### src/rtl/fetch_pkg.sv
// rtl/fetch_pkg.sv - shared types and constants for the instruction-fetch stage
package fetch_pkg;

   typedef logic [26:0] pc_t;
   typedef logic [31:0] inst_t;

   localparam inst_t      NOP_INST = 32'h0;
   localparam logic [2:0] OP_JMP   = 3'b111;

   typedef enum logic {
      FILL,
      RUN
   } fetch_state_t;

endpackage

### src/rtl/fetch_skid_buf.sv
// rtl/fetch_skid_buf.sv - one-entry inst/pc holding buffer for words returning during a stall
module fetch_skid_buf
   import fetch_pkg::*;
(
   input  logic  clk,
   input  logic  rst,
   input  logic  clear,
   input  logic  load,
   input  logic  consume,
   input  inst_t load_inst,
   input  pc_t   load_pc,
   output logic  valid,
   output inst_t buf_inst,
   output pc_t   buf_pc
);

   always_ff @(posedge clk or negedge rst) begin
      if (!rst) begin
         valid    <= 1'b0;
         buf_inst <= NOP_INST;
         buf_pc   <= '0;
      end else begin
         if (clear || consume) begin
            valid <= 1'b0;
         end else if (load) begin
            valid <= 1'b1;
         end
         if (load) begin
            buf_inst <= load_inst;
            buf_pc   <= load_pc;
         end
      end
   end

endmodule

### src/rtl/fetch_stage.sv
// rtl/fetch_stage.sv - instruction fetch: PC, BRAM request, skid buffer, flush redirect
// Optional jump predecode at fetch is enabled by defining FETCH_JMP_PREDECODE_EN.
module fetch_stage
   import fetch_pkg::*;
#(
   parameter pc_t RESET_PC = 27'h0,
   parameter int  IMEM_AW  = 25
) (
   input  logic               clk,
   input  logic               rst,
   output logic [IMEM_AW-1:0] imem_addr,
   output logic               imem_en,
   input  logic [31:0]        imem_rdata,
   input  logic               n_stall,
   input  logic               dec_nstall,
   input  logic               flush,
   input  logic [26:0]        redirect_pc,
   output logic [31:0]        inst,
   output logic [26:0]        pc,
   output logic               fetch_valid
);

   fetch_state_t state, state_nxt;
   pc_t          issue_pc, issue_pc_nxt, inflight_pc;
   logic         inflight, adv, issue, take_jmp;
   logic         out_load, out_valid_nxt;
   inst_t        out_inst_nxt;
   pc_t          out_pc_nxt;
   logic         buf_valid, buf_load, buf_consume;
   inst_t        buf_inst;
   pc_t          buf_pc;
   logic         unused_redirect_lsb;

   assign adv                 = n_stall & dec_nstall;
   assign imem_en             = issue & rst;
   assign imem_addr           = issue_pc[IMEM_AW+1:2];
   assign unused_redirect_lsb = ^redirect_pc[1:0];

   always_ff @(posedge clk or negedge rst) begin
      if (!rst) begin
         state <= FILL;
      end else begin
         state <= state_nxt;
      end
   end

   always_comb begin
      state_nxt     = state;
      issue         = 1'b0;
      buf_load      = 1'b0;
      buf_consume   = 1'b0;
      out_load      = 1'b0;
      out_inst_nxt  = NOP_INST;
      out_pc_nxt    = '0;
      out_valid_nxt = 1'b0;
      take_jmp      = 1'b0;
      issue_pc_nxt  = issue_pc;
      if (flush) begin
         out_load     = 1'b1;
         issue_pc_nxt = {redirect_pc[26:2], 2'b00};
         state_nxt    = FILL;
      end else begin
         case (state)
            FILL: begin
               issue     = 1'b1;
               state_nxt = RUN;
            end
            RUN: begin
               issue = adv;
               if (adv) begin
                  out_load = 1'b1;
                  if (buf_valid) begin
                     buf_consume   = 1'b1;
                     out_inst_nxt  = buf_inst;
                     out_pc_nxt    = buf_pc;
                     out_valid_nxt = 1'b1;
                  end else if (inflight) begin
                     out_inst_nxt  = imem_rdata;
                     out_pc_nxt    = inflight_pc;
                     out_valid_nxt = 1'b1;
                  end
               end else begin
                  // no issue while stalled, so at most this one word needs parking
                  buf_load = inflight;
               end
            end
            default: state_nxt = FILL;
         endcase
`ifdef FETCH_JMP_PREDECODE_EN
         take_jmp = out_load & out_valid_nxt & (out_inst_nxt[2:0] == OP_JMP);
`endif
         if (take_jmp) begin
            issue_pc_nxt = {out_inst_nxt[30:6], 2'b00};
         end else if (issue) begin
            issue_pc_nxt = issue_pc + 27'd4;
         end
      end
   end

   always_ff @(posedge clk or negedge rst) begin
      if (!rst) begin
         issue_pc    <= RESET_PC;
         inflight    <= 1'b0;
         inflight_pc <= '0;
         inst        <= NOP_INST;
         pc          <= '0;
         fetch_valid <= 1'b0;
      end else begin
         issue_pc <= issue_pc_nxt;
         // a predecoded jump squashes the sequential request issued alongside it
         inflight <= issue & ~take_jmp;
         if (issue) begin
            inflight_pc <= issue_pc;
         end
         if (out_load) begin
            inst        <= out_inst_nxt;
            pc          <= out_pc_nxt;
            fetch_valid <= out_valid_nxt;
         end
      end
   end

   fetch_skid_buf u_skid (
      .clk       (clk),
      .rst       (rst),
      .clear     (flush),
      .load      (buf_load),
      .consume   (buf_consume),
      .load_inst (imem_rdata),
      .load_pc   (inflight_pc),
      .valid     (buf_valid),
      .buf_inst  (buf_inst),
      .buf_pc    (buf_pc)
   );

endmodule

### config.mk
export PLATFORM = sky130hd
export DESIGN_NAME = fetch_stage
export DESIGN_NICKNAME = d
export VERILOG_FILES = /design/src/rtl/fetch_pkg.sv /design/src/rtl/fetch_skid_buf.sv /design/src/rtl/fetch_stage.sv
export SDC_FILE = /design/constraint.sdc
export NUM_CORES = 1
export LEC_CHECK = 0
export CAP_MARGIN = 20
export CORE_ASPECT_RATIO = 0.6
export CORE_UTILIZATION = 27
export DETAILED_ROUTE_END_ITERATION = 8
export MAX_ROUTING_LAYER = met4
export PLACE_DENSITY = 0.56
export SETUP_SLACK_MARGIN = 0.4
export SYNTH_ARGS = -nofsm -noshare
export SYNTH_HDL_FRONTEND = slang
export SYNTH_SLANG_ARGS = --single-unit
### constraint.sdc
create_clock -name clk -period 4.2 [get_ports clk]
set_clock_uncertainty 0.1 [all_clocks]
set_input_delay 0.84 -clock clk [delete_from_list [all_inputs] [get_ports clk]]
set_output_delay 0.84 -clock clk [all_outputs]
set_load 0.02 [all_outputs]
### After elaboration in Yosys (flattened, before gate mapping)

Cells that the tools add are included.

| word-level totals | value |
|---|---|
| register bits after elaboration | 176 |
| bits in latches | 0 |
| RAM bits | 0 |
| ROM bits | 0 |
| output and inout bits | 86 |
| memories | 0 |

| cells by class | value |
|---|---|
| add/sub/neg operators | 1 |
| multipliers | 0 |
| div/mod/pow operators | 0 |
| magnitude comparators | 0 |
| equality and inequality tests | 0 |
| shifts and indexed selects | 0 |
| muxes and demuxes | 33 |
| bitwise logic cells | 3 |
| reductions and logical operators | 3 |

Operators with widths:

| operator | count |
|---|---|
| $mux W27 | 7 |
| $mux W32 | 5 |
| $add A27 B3 Y27 const B | 1 |
| $mux W1 | 20 |
| $reduce_bool A2 Y1 | 2 |
| $and A1 B1 Y1 | 2 |
| $pmux W1 S2 | 1 |
| $logic_or A1 B1 Y1 | 1 |
| $not A1 Y1 | 1 |

### Longest topological paths before layout

Gate-level depths: netlist of the first run.

| logic depth | value |
|---|---|
| depth after elaboration | 6 |
| depth in mapped cells | 7 |

### Cells and area by module

From an unflattened synthesis of the first run, not the netlist that was laid out.

| second synthesis, totals | value |
|---|---|
| cells, all modules | 629 |
| area total of the unflattened synthesis | 7621.1 um2 |

Modules (own cells, without submodules):

| module | times used | cells each | area an instance (um2) |
|---|---|---|---|
| fetch_stage | 1 | 501 | 5093.6 |
| fetch_skid_buf | 1 | 128 | 2527.4 |

### Least setup slack after synthesis of the first run

OpenSTA, ideal clock, no wires.

| timing | value |
|---|---|
| path type | input-to-output |
| start | input port flush |
| end | output port imem_en |
| arrival time | 1.641 ns |
| slack | 1.619 ns |
| stages on the path | 4 |
| path buffers | 2 |
| cells stage by stage | buf_2 clkinv_1 clkbuf_1 and3_1 |

| on the way | value |
|---|---|
| longest elaborated chain between the ends | 2 |

RTL lines:

| element | line | text |
|---|---|---|
| from (decl) | fetch_stage.sv:16 | `input logic flush,` |
| $mux W1 | fetch_stage.sv:58 | `if (flush) begin` |
| $and A1 B1 Y1 | fetch_stage.sv:35 | `assign imem_en = issue & rst;` |
| to (decl) | fetch_stage.sv:12 | `output logic imem_en,` |

Every way passes these cells.

### Worst setup path after layout of the first run

| timing | value |
|---|---|
| start | input port n_stall |
| end | output port imem_en |

| on the way | value |
|---|---|
| longest elaborated chain between the ends | 5 |

RTL lines:

| element | line | text |
|---|---|---|
| from (decl) | fetch_stage.sv:14 | `input logic n_stall,` |
| $and A1 B1 Y1 | fetch_stage.sv:34 | `assign adv = n_stall & dec_nstall;` |
| $pmux W1 S2 | fetch_stage.sv:63 | `case (state)` |
| $mux W1 (2 in series) | fetch_stage.sv:58 |  |
| $and A1 B1 Y1 | fetch_stage.sv:35 |  |

Every way passes these cells. The select of a mux whose other input is x is not followed.

==> results of run 1 <==
[critical path, delay by kind of cell]
kind,cells,cell delay [ns]
buffers and inverters,2,1.20
AND/OR/NAND/NOR,1,0.20
AO/OA/AOI/OAI,1,0.33
[path summary, 6_finish.rpt]
check                           slack [ns]  cells past startpoint                start             endpoint
worst max-delay path                  0.69                      4              n_stall              imem_en
worst min-delay path                  0.16                      1                  rst               pc[16]
worst max register to register        1.77                      4          issue_pc[7]         issue_pc[26]
worst min register to register        0.41                      1  u_skid.buf_inst[13]  u_skid.buf_inst[13]
max in group asynchronous             2.69                      2                  rst                pc[6]
min in group clk                      0.41                      1  u_skid.buf_inst[13]  u_skid.buf_inst[13]
[cells by family (layout without fill, tap and decap cells)]
| logic type | Yosys count | count (layout) | share of synthesized area [%] |
|---|---|---|---|
| adders and majority gates | 1 | 1 | 0.173 |
| and+or+nand+nor | 204 | 204 | 13.6 |
| xor gates and xnor gates | 9 | 9 | 1.09 |
| DFF | 169 | 169 | 58.4 |
| buffers and inverters | 54 | 191 | 3.11 |
| AOI/OAI and AO/OA | 100 | 100 | 10.6 |
| muxes | 84 | 84 | 13.0 |
[stage by stage]
stage          cells  hold slack [ns]  utilization, %  cell area [sq um]  power (uW)
2_1_floorplan    621            0.379               -               7240        2450
3_3_place_gp    1078            0.387            35.1               9060        2760
3_5_place_dp    1078            0.393            35.1               9060        2790
4_1_cts         1110            0.142            37.4               9640        4370
5_1_grt         1110            0.145            37.4               9640        4550
6_report        1110            0.155            37.4               9640        4320
[synth_stat cells (6+ instances only)]
cell / count / share of area [%]
o31ai_1: 10 / 1.0
nand3_1: 10 / 0.69
o21ai_0: 15 / 1.0
or4_1: 10 / 1.0
nor3_1: 58 / 4.0
nor2_1: 76 / 3.9
a221oi_1: 56 / 6.8
dfrtp_1: 169 / 58
mux2_2: 83 / 13
a31oi_1: 15 / 1.3
nand4_1: 9 / 0.78
buf_1: 6 / 0.31
buf_2: 9 / 0.62
nand2_1: 21 / 1.1
and3_1: 7 / 0.60
clkbuf_1: 35 / 1.8
xor2_1: 6 / 0.73
[per-layer routing]
| metal | vias up | track usage (%) | routed length, microns | share of wire (%) |
|---|---|---|---|---|
| met2 | 142 | 22.0 | 8610 | 41 |
| met3 | 14 | 4.69 | 1320 | 6.2 |
| met1 | 2812 | 24.8 | 11000 | 52 |
| li1 | 2572 | - | - | - |
| met5 | - | - | 0 | 0 |
| met4 | 0 | 3.82 | 221 | 1.0 |
[where the power goes]
| group | internal (uW) | switching, uW | leakage, uW |
|---|---|---|---|
| clock network | 849 | 717 | 0.000280 |
| logic | 361 | 319 | 0.00146 |
| registers | 1890 | 181 | 0.00210 |
[registers in the layout, indices dropped and copies added, names as in the netlist]
| register | flops |
|---|---|
| inst | 32 |
| u_skid.buf_inst | 32 |
| pc | 26 |
| inflight_pc | 25 |
| issue_pc | 25 |
| u_skid.buf_pc | 25 |
| fetch_valid | 1 |
| inflight | 1 |
| state | 1 |
| u_skid.valid | 1 |
[final cells by class]
cell class	instances	area share, %
Multi-Input combinational cell	398	29.2
Inverter	2	0.0779
Tap cell	352	4.57
Clock buffer	18	4.55
Sequential cell	169	43.9
Timing Repair Buffer	157	16.3
Clock inverter	14	1.45
==> flow_summary.json, run 1 <==
{
  "drc": 0,
  "critPathMaxFanout": 12,
  "slowest_delay_ns": 0.67,
  "synth_area_per_cell_sq_um": 11.7,
  "cts_tree": "done",
  "crit_required_ns": 3.26,
  "grt_max_degree": 149,
  "synth-seq-area-share_pct": 58.4,
  "ir_drop_mv": 0.228,
  "crit_arrival_ns": 2.57,
  "nFillCells": 2592,
  "ys_ff_latch": 169,
  "drv_cap": 0,
  "seq_area_sq_um": 4230,
  "path_clk_slew_ns": 0.07,
  "critPathLaunchType": "primary input",
  "finalWeightedCongestion": 0.761,
  "async_reset_ff_share_pct": 100,
  "initial_core_util_pct": 28.1,
  "nets": 810,
  "wirelength_mm": 21.2,
  "period_share_pct": 83.5,
  "dpl_worst_slack_ns": 0.684,
  "postCtsSetupBuffers": 0,
  "diodes": 0,
  "htree_levels": 4,
  "cts_resized": 0,
  "cts_inserted_buffers": 17,
  "drtIter0Drc": 345,
  "relSlewSlack_pct": 33.9,
  "run_status": "finished clean",
  "ys_types": 38,
  "synth_edf_count": 0,
  "tns_ns": 0,
  "vias": 5540,
  "hpwlAfterDp_mm": 13.0,
  "via_per_inst": 4.99,
  "critPathKind": "primary input to output pin",
  "finalCriticalPeriod_ns": 3.51,
  "end_kind": "output pin",
  "setup_ws_ns": 0.693,
  "netlist_area_sq_um": 7240,
  "setup_viol": 0,
  "min_path_type": "primary input to asynchronous set/reset pin",
  "io_buffers": 147,
  "crit_path_cell_trace": "clkdlybuf4s50_1 > a21bo_2 > and3_1 > clkdlybuf4s50_1",
  "slew_violations": 0,
  "die_h_microns": 129,
  "multiInputGateArea_sq_um": 2810,
  "worst_path_most_repeated_cell": "clkdlybuf4s50_1",
  "rsz0062_at_grt": "false",
  "clock_path_buffers": 2,
  "mostFrequentLayoutCells": "dfrtp_1, clkdlybuf4s50_1, mux2_2",
  "ioPinCount": 150,
  "wl_per_cell_microns": 19.1,
  "die_w_microns": 213,
  "cts_sinks": 169,
  "synth_fp_nets": 686,
  "drive_gt1_share_pct": 18.3,
  "clk_latency_ns": 0.43,
  "core_area_sq_um": 25800,
  "max_freq_ghz": 0.285,
  "syn_inst": 621,
  "syn2layout_area_growth_pct": 33.2,
  "critPathSlowestCell": "clkdlybuf4s50_1",
  "first_pass_iters": 4,
  "ant_nets": 0,
  "synth_ff_type": "dfrtp_1",
  "grt_pass1_wl_mm": 33.4,
  "antenna_found_initial": 0,
  "hold_viol": 0,
  "worstMarginPinSlew_ns": 0.992,
  "first_global_vias": 5437,
  "final_common_cell": "dfrtp_1",
  "row_count": 45,
  "ctsHoldBuffers": 0,
  "grt_use_total_pct": 16.7,
  "power_density_nw_per_um2": 448,
  "grt.overflow.total": 0,
  "clockRootBuffer": "clkbuf_16",
  "dieArea_sq_um": 27500,
  "ys.warnings.count": 0,
  "p_leak_uw": 0.00384
}
(Power assumes the default switching activity.)
==> run 2: changes to the inputs <==
Settings changed: PLACE_DENSITY 0.56 to 0.57.
Clock period 4.2 ns to 2.9 ns, I/O delays scaled along.
==> flow_summary.json, run 2 (synthesized netlist as in run 1, its figures left out) <==
{
  "via_per_inst": 4.84,
  "htree_levels": 4,
  "tns_ns": 0,
  "final_common_cell": "dfrtp_1",
  "row_count": 45,
  "drtIter0Drc": 318,
  "multiInputGateArea_sq_um": 2810,
  "vias": 5429,
  "slowest_delay_ns": 0.42,
  "run_status": "finished clean",
  "fin_util_pct": 37.6,
  "seq_area_sq_um": 4230,
  "crit_arrival_ns": 1.76,
  "power_frac_comb_pct": 15.9,
  "seq_power_share_pct": 48.3,
  "core_area_sq_um": 25800,
  "wirelength_mm": 20.6,
  "reg2reg_slack_ns": 0.82,
  "cts_inserted_buffers": 17,
  "grt_max_degree": 80,
  "die_w_microns": 213,
  "switching_share_pct": 27.2,
  "nets": 821,
  "path_clk_slew_ns": 0.07,
  "mostFrequentLayoutCells": "dfrtp_1, clkdlybuf4s50_1, mux2_2",
  "setup_viol": 0,
  "cts_sinks": 169,
  "relSlewSlack_pct": 40.4,
  "nFillCells": 2592,
  "ir_drop_mv": 0.362,
  "finalWeightedCongestion": 0.781,
  "initial_core_util_pct": 28.1,
  "grt_pass1_wl_mm": 32.2,
  "crit_path_cell_trace": "clkdlybuf4s50_1 > a21bo_2 > and3_1 > clkdlybuf4s15_1",
  "max_freq_ghz": 0.410,
  "clock_path_buffers": 2,
  "die_h_microns": 129,
  "drive_gt1_share_pct": 19.1,
  "drv_cap": 0,
  "antenna_found_initial": 0,
  "p_int_uw": 4520,
  "postCtsSetupBuffers": 0,
  "crit_required_ns": 2.22,
  "ant_nets": 0,
  "dieArea_sq_um": 27500,
  "pwr-share-clk_pct": 35.8,
  "worstMarginPinSlew_ns": 0.893,
  "switching_power_uw": 1690,
  "critPathSlowestCell": "clkdlybuf4s50_1",
  "grt_use_total_pct": 16.1,
  "io_buffers": 147,
  "critPathKind": "primary input to output pin",
  "slew_violations": 0,
  "period_share_pct": 84.0,
  "critPathLaunchType": "primary input",
  "power_density_nw_per_um2": 640,
  "critPathMaxFanout": 2,
  "hpwlAfterDp_mm": 13.5,
  "clockRootBuffer": "clkbuf_16",
  "first_global_vias": 5483,
  "diodes": 0,
  "syn2layout_area_growth_pct": 34.0,
  "first_pass_iters": 4,
  "cts_tree": "done",
  "ioPinCount": 150,
  "hold_viol": 0,
  "finalCriticalPeriod_ns": 2.44,
  "drc": 0,
  "min_path_type": "primary input to asynchronous set/reset pin",
  "largestRegisters": "inst x32, u_skid.buf_inst x32, pc x26",
  "r2r_cells": 4,
  "rsz0062_at_grt": "false",
  "p_leak_uw": 0.00387,
  "wl_per_cell_microns": 18.4,
  "grt.overflow.total": 0,
  "clk_latency_ns": 0.43,
  "end_kind": "output pin"
}
run 2: cell types whose count changed in the layout (fill, tap and decap cells not counted), moves of 2 or more:
cell / delta
buf_4: +11
inv_6: -4
clkinv_4: -3
clkinvlp_4: +3
clkbuf_1: +2
clkbuf_8: +2
run 2: worst max-delay path, delay by kind of cell:
family / cells / cell delay [ns]
simple gates: 1 / 0.22
buf+inv: 2 / 0.71
compound gates: 1 / 0.24
run 2: layer usage:
layer / track usage, % / up-vias / wire, microns
met1: 23.5 / 2717 / 10600
met5: - / - / 0
met4: 4.16 / 0 / 149
met3: 4.37 / 11 / 1420
li1: - / 2575 / -
met2: 21.4 / 126 / 8490
run 2: power by group through the flow:
stage | clock, uW | sequential, uW | combinational [uW]
global route | 2400 | 3050 | 1080
global placement | 0 | 3020 | 982
CTS | 2310 | 3000 | 1000
floorplan | 0 | 3050 | 500
detailed placement | 0 | 3040 | 1000
finish | 2230 | 3000 | 988
run 2: layout make-up:
type / count / share of cell area, %
clock buffers: 22 / 4.89
clock inverters: 10 / 0.980
inverters: 2 / 0.0774
multi-input cells: 398 / 29.0
flip-flops and latches: 169 / 43.6
well taps: 352 / 4.54
repair buffers: 168 / 16.9
run 2: per-stage QoR:
stage               total power (uW)  hold slack, ns  instance area (sq um)  worst slack [ns]  instances
floorplan                       3550           0.184                   7240             0.839        621
global placement                4010           0.302                   9130             0.121       1088
detailed placement              4040           0.301                   9130             0.115       1088
CTS                             6310           0.224                   9700             0.416       1121
global route                    6530           0.275                   9700             0.402       1121
finish                          6210           0.221                   9700             0.463       1121
run 2: repair_timing:
item	4_1_cts	5_1_grt
hold buffers	1	0
gates resized for setup	2	0
endpoints found under the hold margin	9	0
setup endpoints to repair	1	0
run 2: path summary, 6_finish.rpt:
kind | start | endpoint
max in group asynchronous | rst | u_skid.valid
worst max register to register | issue_pc[4] | issue_pc[25]
min in group clk | flush | inflight
worst min-delay path | rst | inflight_pc[10]
worst max-delay path | n_stall | imem_en
worst min register to register | u_skid.buf_pc[19] | u_skid.buf_pc[19]
